$ cat src/rtl/hazard_ctrl_if.sv
// rtl/hazard_ctrl_if.sv - ID decode/redirect inputs and stall/flush/forward controls of hazard_ctrl
interface hazard_ctrl_if;
    logic       id_valid;
    logic [4:0] id_rs1;
    logic [4:0] id_rs2;
    logic       id_rs1_used;
    logic       id_rs2_used;
    logic [4:0] id_rd;
    logic       id_regwr;
    logic       id_load;
    logic       m_pcsrc;
    logic       stall;
    logic       flush;
    logic [1:0] fwd_a;
    logic [1:0] fwd_b;

    modport master (
        output id_valid, id_rs1, id_rs2, id_rs1_used, id_rs2_used,
               id_rd, id_regwr, id_load, m_pcsrc,
        input  stall, flush, fwd_a, fwd_b
    );

    modport slave (
        input  id_valid, id_rs1, id_rs2, id_rs1_used, id_rs2_used,
               id_rd, id_regwr, id_load, m_pcsrc,
        output stall, flush, fwd_a, fwd_b
    );
endinterface

$ cat src/rtl/hazard_ctrl.sv
// rtl/hazard_ctrl.sv - scoreboard-based stall/flush/forward controller for the 5-stage core
// HAZARD_FWD_EN: compile in the forwarding network (load-use-only stalls, live fwd_a/fwd_b)
module hazard_ctrl #(
    parameter int SAT_W = 16
) (
    input  logic             clk,
    input  logic             clr,
    hazard_ctrl_if.slave     hz,
    output logic [SAT_W-1:0] stall_count,
    output logic [SAT_W-1:0] flush_count
);
    typedef struct packed {
        logic       valid;
        logic [4:0] rd;
        logic       load;
    } slot_t;

    slot_t sb_ex, sb_m, sb_wb;
    logic  issue;
    logic  stall_raw;
    logic  ex_hit;
    logic  m_hit;

    function automatic logic src_match(input slot_t s, input logic used, input logic [4:0] addr);
        return used && (addr != 5'd0) && s.valid && (s.rd == addr);
    endfunction

    assign ex_hit = src_match(sb_ex, hz.id_rs1_used, hz.id_rs1)
                  | src_match(sb_ex, hz.id_rs2_used, hz.id_rs2);
    assign m_hit  = src_match(sb_m, hz.id_rs1_used, hz.id_rs1)
                  | src_match(sb_m, hz.id_rs2_used, hz.id_rs2);

`ifdef HAZARD_FWD_EN
    logic [4:0] ex_rs1, ex_rs2;
    logic       ex_rs1_used, ex_rs2_used;

    // M wins over WB; a load still in M has no data yet, so it cannot be the source
    function automatic logic [1:0] fwd_sel(input slot_t m_slot, input slot_t wb_slot,
                                           input logic used, input logic [4:0] addr);
        if (src_match(m_slot, used, addr) && !m_slot.load) return 2'b01;
        if (src_match(wb_slot, used, addr))                return 2'b10;
        return 2'b00;
    endfunction

    assign stall_raw = ex_hit & sb_ex.load;
    assign hz.fwd_a  = clr ? 2'b00 : fwd_sel(sb_m, sb_wb, ex_rs1_used, ex_rs1);
    assign hz.fwd_b  = clr ? 2'b00 : fwd_sel(sb_m, sb_wb, ex_rs2_used, ex_rs2);

    wire unused_fwd = m_hit ^ sb_wb.load;

    always_ff @(negedge clk) begin
        if (clr) begin
            ex_rs1      <= 5'd0;
            ex_rs2      <= 5'd0;
            ex_rs1_used <= 1'b0;
            ex_rs2_used <= 1'b0;
        end else begin
            ex_rs1      <= hz.id_rs1;
            ex_rs2      <= hz.id_rs2;
            ex_rs1_used <= issue & hz.id_rs1_used;
            ex_rs2_used <= issue & hz.id_rs2_used;
        end
    end
`else
    assign stall_raw = ex_hit | m_hit;
    assign hz.fwd_a  = 2'b00;
    assign hz.fwd_b  = 2'b00;

    wire unused_nofwd = ^sb_wb;
`endif

    // Redirect beats any dependency; reset masks every control
    assign hz.flush = hz.m_pcsrc & ~clr;
    assign hz.stall = hz.id_valid & stall_raw & ~hz.m_pcsrc & ~clr;
    assign issue    = hz.id_valid & ~hz.stall & ~hz.flush;

    always_ff @(negedge clk) begin
        if (clr) begin
            sb_ex       <= '0;
            sb_m        <= '0;
            sb_wb       <= '0;
            stall_count <= '0;
            flush_count <= '0;
        end else begin
            sb_wb <= sb_m;
            sb_m  <= hz.flush ? '0 : sb_ex;
            sb_ex <= issue ? {hz.id_regwr & (hz.id_rd != 5'd0), hz.id_rd, hz.id_load} : '0;
            if (hz.stall && !(&stall_count)) stall_count <= stall_count + 1'b1;
            if (hz.flush && !(&flush_count)) flush_count <= flush_count + 1'b1;
        end
    end
endmodule

$ cat src/flat_wrapper.sv
// flat-port wrapper written by rule: the top's interface ports become plain ports
module hazard_ctrl_flat 
#(
    parameter int SAT_W = 16
)
  (clk, clr, stall_count, flush_count, hz_id_valid, hz_id_rs1, hz_id_rs2, hz_id_rs1_used, hz_id_rs2_used, hz_id_rd, hz_id_regwr, hz_id_load, hz_m_pcsrc, hz_stall, hz_flush, hz_fwd_a, hz_fwd_b);
  hazard_ctrl_if hz_i ();
  input  logic clk;
  input  logic clr;
  output logic [SAT_W-1:0] stall_count;
  output logic [SAT_W-1:0] flush_count;
  input wire logic [$bits(hz_i.id_valid)-1:0] hz_id_valid;
  input wire logic [$bits(hz_i.id_rs1)-1:0] hz_id_rs1;
  input wire logic [$bits(hz_i.id_rs2)-1:0] hz_id_rs2;
  input wire logic [$bits(hz_i.id_rs1_used)-1:0] hz_id_rs1_used;
  input wire logic [$bits(hz_i.id_rs2_used)-1:0] hz_id_rs2_used;
  input wire logic [$bits(hz_i.id_rd)-1:0] hz_id_rd;
  input wire logic [$bits(hz_i.id_regwr)-1:0] hz_id_regwr;
  input wire logic [$bits(hz_i.id_load)-1:0] hz_id_load;
  input wire logic [$bits(hz_i.m_pcsrc)-1:0] hz_m_pcsrc;
  output wire logic [$bits(hz_i.stall)-1:0] hz_stall;
  output wire logic [$bits(hz_i.flush)-1:0] hz_flush;
  output wire logic [$bits(hz_i.fwd_a)-1:0] hz_fwd_a;
  output wire logic [$bits(hz_i.fwd_b)-1:0] hz_fwd_b;
  assign hz_i.id_valid = hz_id_valid;
  assign hz_i.id_rs1 = hz_id_rs1;
  assign hz_i.id_rs2 = hz_id_rs2;
  assign hz_i.id_rs1_used = hz_id_rs1_used;
  assign hz_i.id_rs2_used = hz_id_rs2_used;
  assign hz_i.id_rd = hz_id_rd;
  assign hz_i.id_regwr = hz_id_regwr;
  assign hz_i.id_load = hz_id_load;
  assign hz_i.m_pcsrc = hz_m_pcsrc;
  assign hz_stall = hz_i.stall;
  assign hz_flush = hz_i.flush;
  assign hz_fwd_a = hz_i.fwd_a;
  assign hz_fwd_b = hz_i.fwd_b;
  hazard_ctrl #(.SAT_W(SAT_W)) u_core (.clk(clk), .clr(clr), .hz(hz_i), .stall_count(stall_count), .flush_count(flush_count));
endmodule
$ cat config.mk
export PLATFORM = sky130hd
export DESIGN_NAME = hazard_ctrl_flat
export DESIGN_NICKNAME = d
export VERILOG_FILES = /design/src/rtl/hazard_ctrl_if.sv /design/src/rtl/hazard_ctrl.sv /design/src/flat_wrapper.sv
export SDC_FILE = /design/constraint.sdc
export NUM_CORES = 1
export LEC_CHECK = 0
export CAP_MARGIN = 25
export CORE_MARGIN = 4
export CORE_UTILIZATION = 45
export CTS_BUF_LIST = sky130_fd_sc_hd__clkbuf_8
export DETAILED_ROUTE_END_ITERATION = 10
export GPL_ROUTABILITY_DRIVEN = 0
export PLACE_DENSITY = 0.76
export SYNTH_ARGS = -nofsm -noshare
export SYNTH_HDL_FRONTEND = slang
export SYNTH_SLANG_ARGS = --single-unit
$ cat constraint.sdc
create_clock -name clk -period 2 [get_ports clk]
set_input_delay 0.4 -clock clk [delete_from_list [all_inputs] [get_ports clk]]
set_output_delay 0.4 -clock clk [all_outputs]
set_load 0.02 [all_outputs]
==> Word level (Yosys, flattened, before mapping) <==
Cells that the tools add are included.
{ "classes": {"n_reduce_logical": 21, "add_sub_neg": 2, "eq_ne": 4, "bitwise": 15} }
{ "op_table": {"columns": ["op", "n"], "rows": [
  ["16-bit by 1-bit adder with 16-bit output, second input constant", 2],
  ["16-bit AND reduction", 2],
  ["5-bit equality test", 4],
  ["5-bit nonzero test", 3],
  ["1-bit logical AND", 12],
  ["1-bit bitwise AND", 7],
  ["1-bit NOT", 5],
  ["2-bit OR reduction", 2],
  ["1-bit bitwise OR", 3],
  ["1-bit logical NOT", 2]
]} }
{ "word_totals": {"word_cells": 48, "ff_bits": 44, "out_inout_bits": 38, "inputBits": 23} }

==> Logic depth before layout (Yosys ltp) <==
{ "logic_depth": {"word_depth": 14, "ltp_mapped": 8, "mapped_depth_nobuf": 7} }

==> flow_summary.ini <==
[hold_path]
hold_class = flop to flop

[status]
status = finished with violations
violations = setup timing

[synth]
synth_top_area_cell = dfxtp_1
yosys-top-cells-area = dfxtp_1 (40%), xor2_1 (11%), xnor2_1 (6.8%)
synthCells = 241
yosys_warnings = 0
synth-async-reset-ratio_pct = 0
synth_cell_types = 43
ys_ff_latch = 44
synth.most_common_cell = dfxtp_1
avgSynthCellArea_um2 = 9.06
synth_flop_cell = dfxtp_1
syn_area_um2 = 2180
synth_edf_count = 0
ys_seq_area_share_pct = 40.3
synth_commonest_cells = dfxtp_1 (44), nor2_1 (32), xor2_1 (28)
synth.top_cell.area_share_pct = 40.3

[power]
ir_worst_vdd_uv = 477
p_per_area_nw_per_um2 = 535
power.leakage_nw = 1.99

[clocking]
clock-sinks = 44
cts_buffer_depth = 2
h-tree-depth = 2
cts_buffers = 5
clk_latency_ns = 0.38
cts-root-buf = clkbuf_8
path_clk_slew_ns = 0.03
cts_tree = yes
cts_hold_buf = 0

[timing]
hold_viol_final = 0
finClkSkew_ns = 0.0303
slew_headroom_pct = 63.9
maxSlewViolCount = 0
tightest_slew_ns = 0.538
rsz0062_at_grt = yes
tns_ns = -29.28
setup_violations = 70
holdWs_ns = 0.489
layout_setup_ws_ns = -1.25

[global_route]
grt_start_max_net_pins = 32
grt_pass1_vias = 2641
grt_overflow = 0
grt_first_pass_wirelength_um = 11500
grt_use_total_pct = 23.3
antenna_found_initial = 0

[floorplan]
die_h_um = 77.7
io_pins = 61
initial_core_util_pct = 46.2
core_um2 = 4720
dieArea_um2 = 6030
die-width_um = 77.7
placementRows = 25

[cells_and_area]
fin_util_pct = 86.2
area_growth_pct = 86.5
drive_above_1_share_pct = 50.5
num-nets-final = 442
antenna_cells = 0
final_cells = 485

[place]
dp_hpwl_um = 4330
place_inst = 413
place.port_buffers = 55

[setup_path]
worst_setup_path_end_kind = output port
critPathLaunchType = flop
crit_arrival_ns = 2.85
path_class = flop to output port
worst-path-max-fanout = 3
required_ns = 1.60

[detailed_routing]
detail_route.wirelength_um = 7350
drc = 0
viasPerCell = 4.95
drtAntennaViolNets = 0
drt_iter0_markers = 79
vias = 2400
detail_route.first_pass.iterations = 4
avgRoutedWirePerCell_um = 15.1

[job]
cap_viol_max_count = 0
metrics by stage:
stage | total power, W | instance area (µm²) | setup WS, ns
CTS | 0.00215 | 3830 | -1.26
finish | 0.00218 | 4070 | -1.25
global placement | 0.00122 | 3330 | -1.49
detailed placement | 0.00122 | 3330 | -1.59
floorplan | 0.00113 | 2340 | -0.905
global route | 0.00231 | 4070 | -1.36
path summary, 6_finish.rpt:
kind | start | slack (ns) | endpoint | depth (start not counted)
setup / recovery | u_core.sb_ex[3] | -1.25 | hz_stall | 7
hold / removal | u_core.sb_ex[6] | 0.49 | u_core.sb_m[6] | 1
setup reg to reg | u_core.stall_count[8] | -0.30 | u_core.stall_count[8] | 9
hold reg to reg | u_core.sb_ex[6] | 0.49 | u_core.sb_m[6] | 1
flip-flops by register name (all words and copies together) (netlist names):
signal	count
u_core.flush_count	16
u_core.sb_ex	6
u_core.sb_m	6
u_core.stall_count	16
critical path: stages (launching register included):
cell and delay, ns:
dfxtp_4 0.35, xor2_2 0.15, nor4_2 0.25, a32oi_1 0.13, o22a_2 0.28, buf_12 0.14
nor2_4 0.08, buf_6 0.12
kinds of logic after synthesis:
family                   Yosys count  synth area share [%]
adder cells (fa/ha/maj)            2                  1.15
other                              1                 0.172
XOR/XNOR                          45                  18.1
buffers and inverters             15                  4.01
AND/OR/NAND/NOR                  115                  29.7
AO/OA/AOI/OAI                     18                  6.02
multiplexers                       1                 0.516
flip-flops                        44                  40.3
power by group:
| part | internal, W | switching [W] |
|---|---|---|
| clock network | 0.000485 | 0.000576 |
| logic | 0.000112 | 0.000108 |
| registers | 0.000890 | 0.00000723 |
| total | 0.00149 | 0.000691 |
what timing repair did:
action	4_1_cts	5_1_grt
gates cloned	0	1
setup buffers	10	13
pin swaps	26	19
resized for setup	310	30
endpoints found under the setup margin	78	72
cells in the final DEF (no fill, tap or decap), types with 8 or more instances in the layout:
cell,n
clkdlybuf4s50_1,9
inv_1,49
and2_1,12
dfxtp_2,35
buf_2,8
nand2_1,16
nor2_1,27
dfxtp_1,8
xnor2_1,14
buf_6,44
xor2_1,27
buf_4,64
layout make-up:
type / instances / area [µm²]
clock buffer: 5 / 68.8
clock inverter: 47 / 205
fill: 222 / 652
inverter: 5 / 22.5
multi-input combinational: 185 / 1540
sequential: 44 / 928
tap: 67 / 83.8
timing repair buffer: 132 / 1230
layer usage:
metal | track usage (%) | part of all wire, %
met3 | 7.77 | 5.3
met1 | 23.7 | 39
met4 | 11.7 | 2.1
met2 | 42.0 | 54
met5 | 0 | 0
Power figures use the tool's default switching activity.
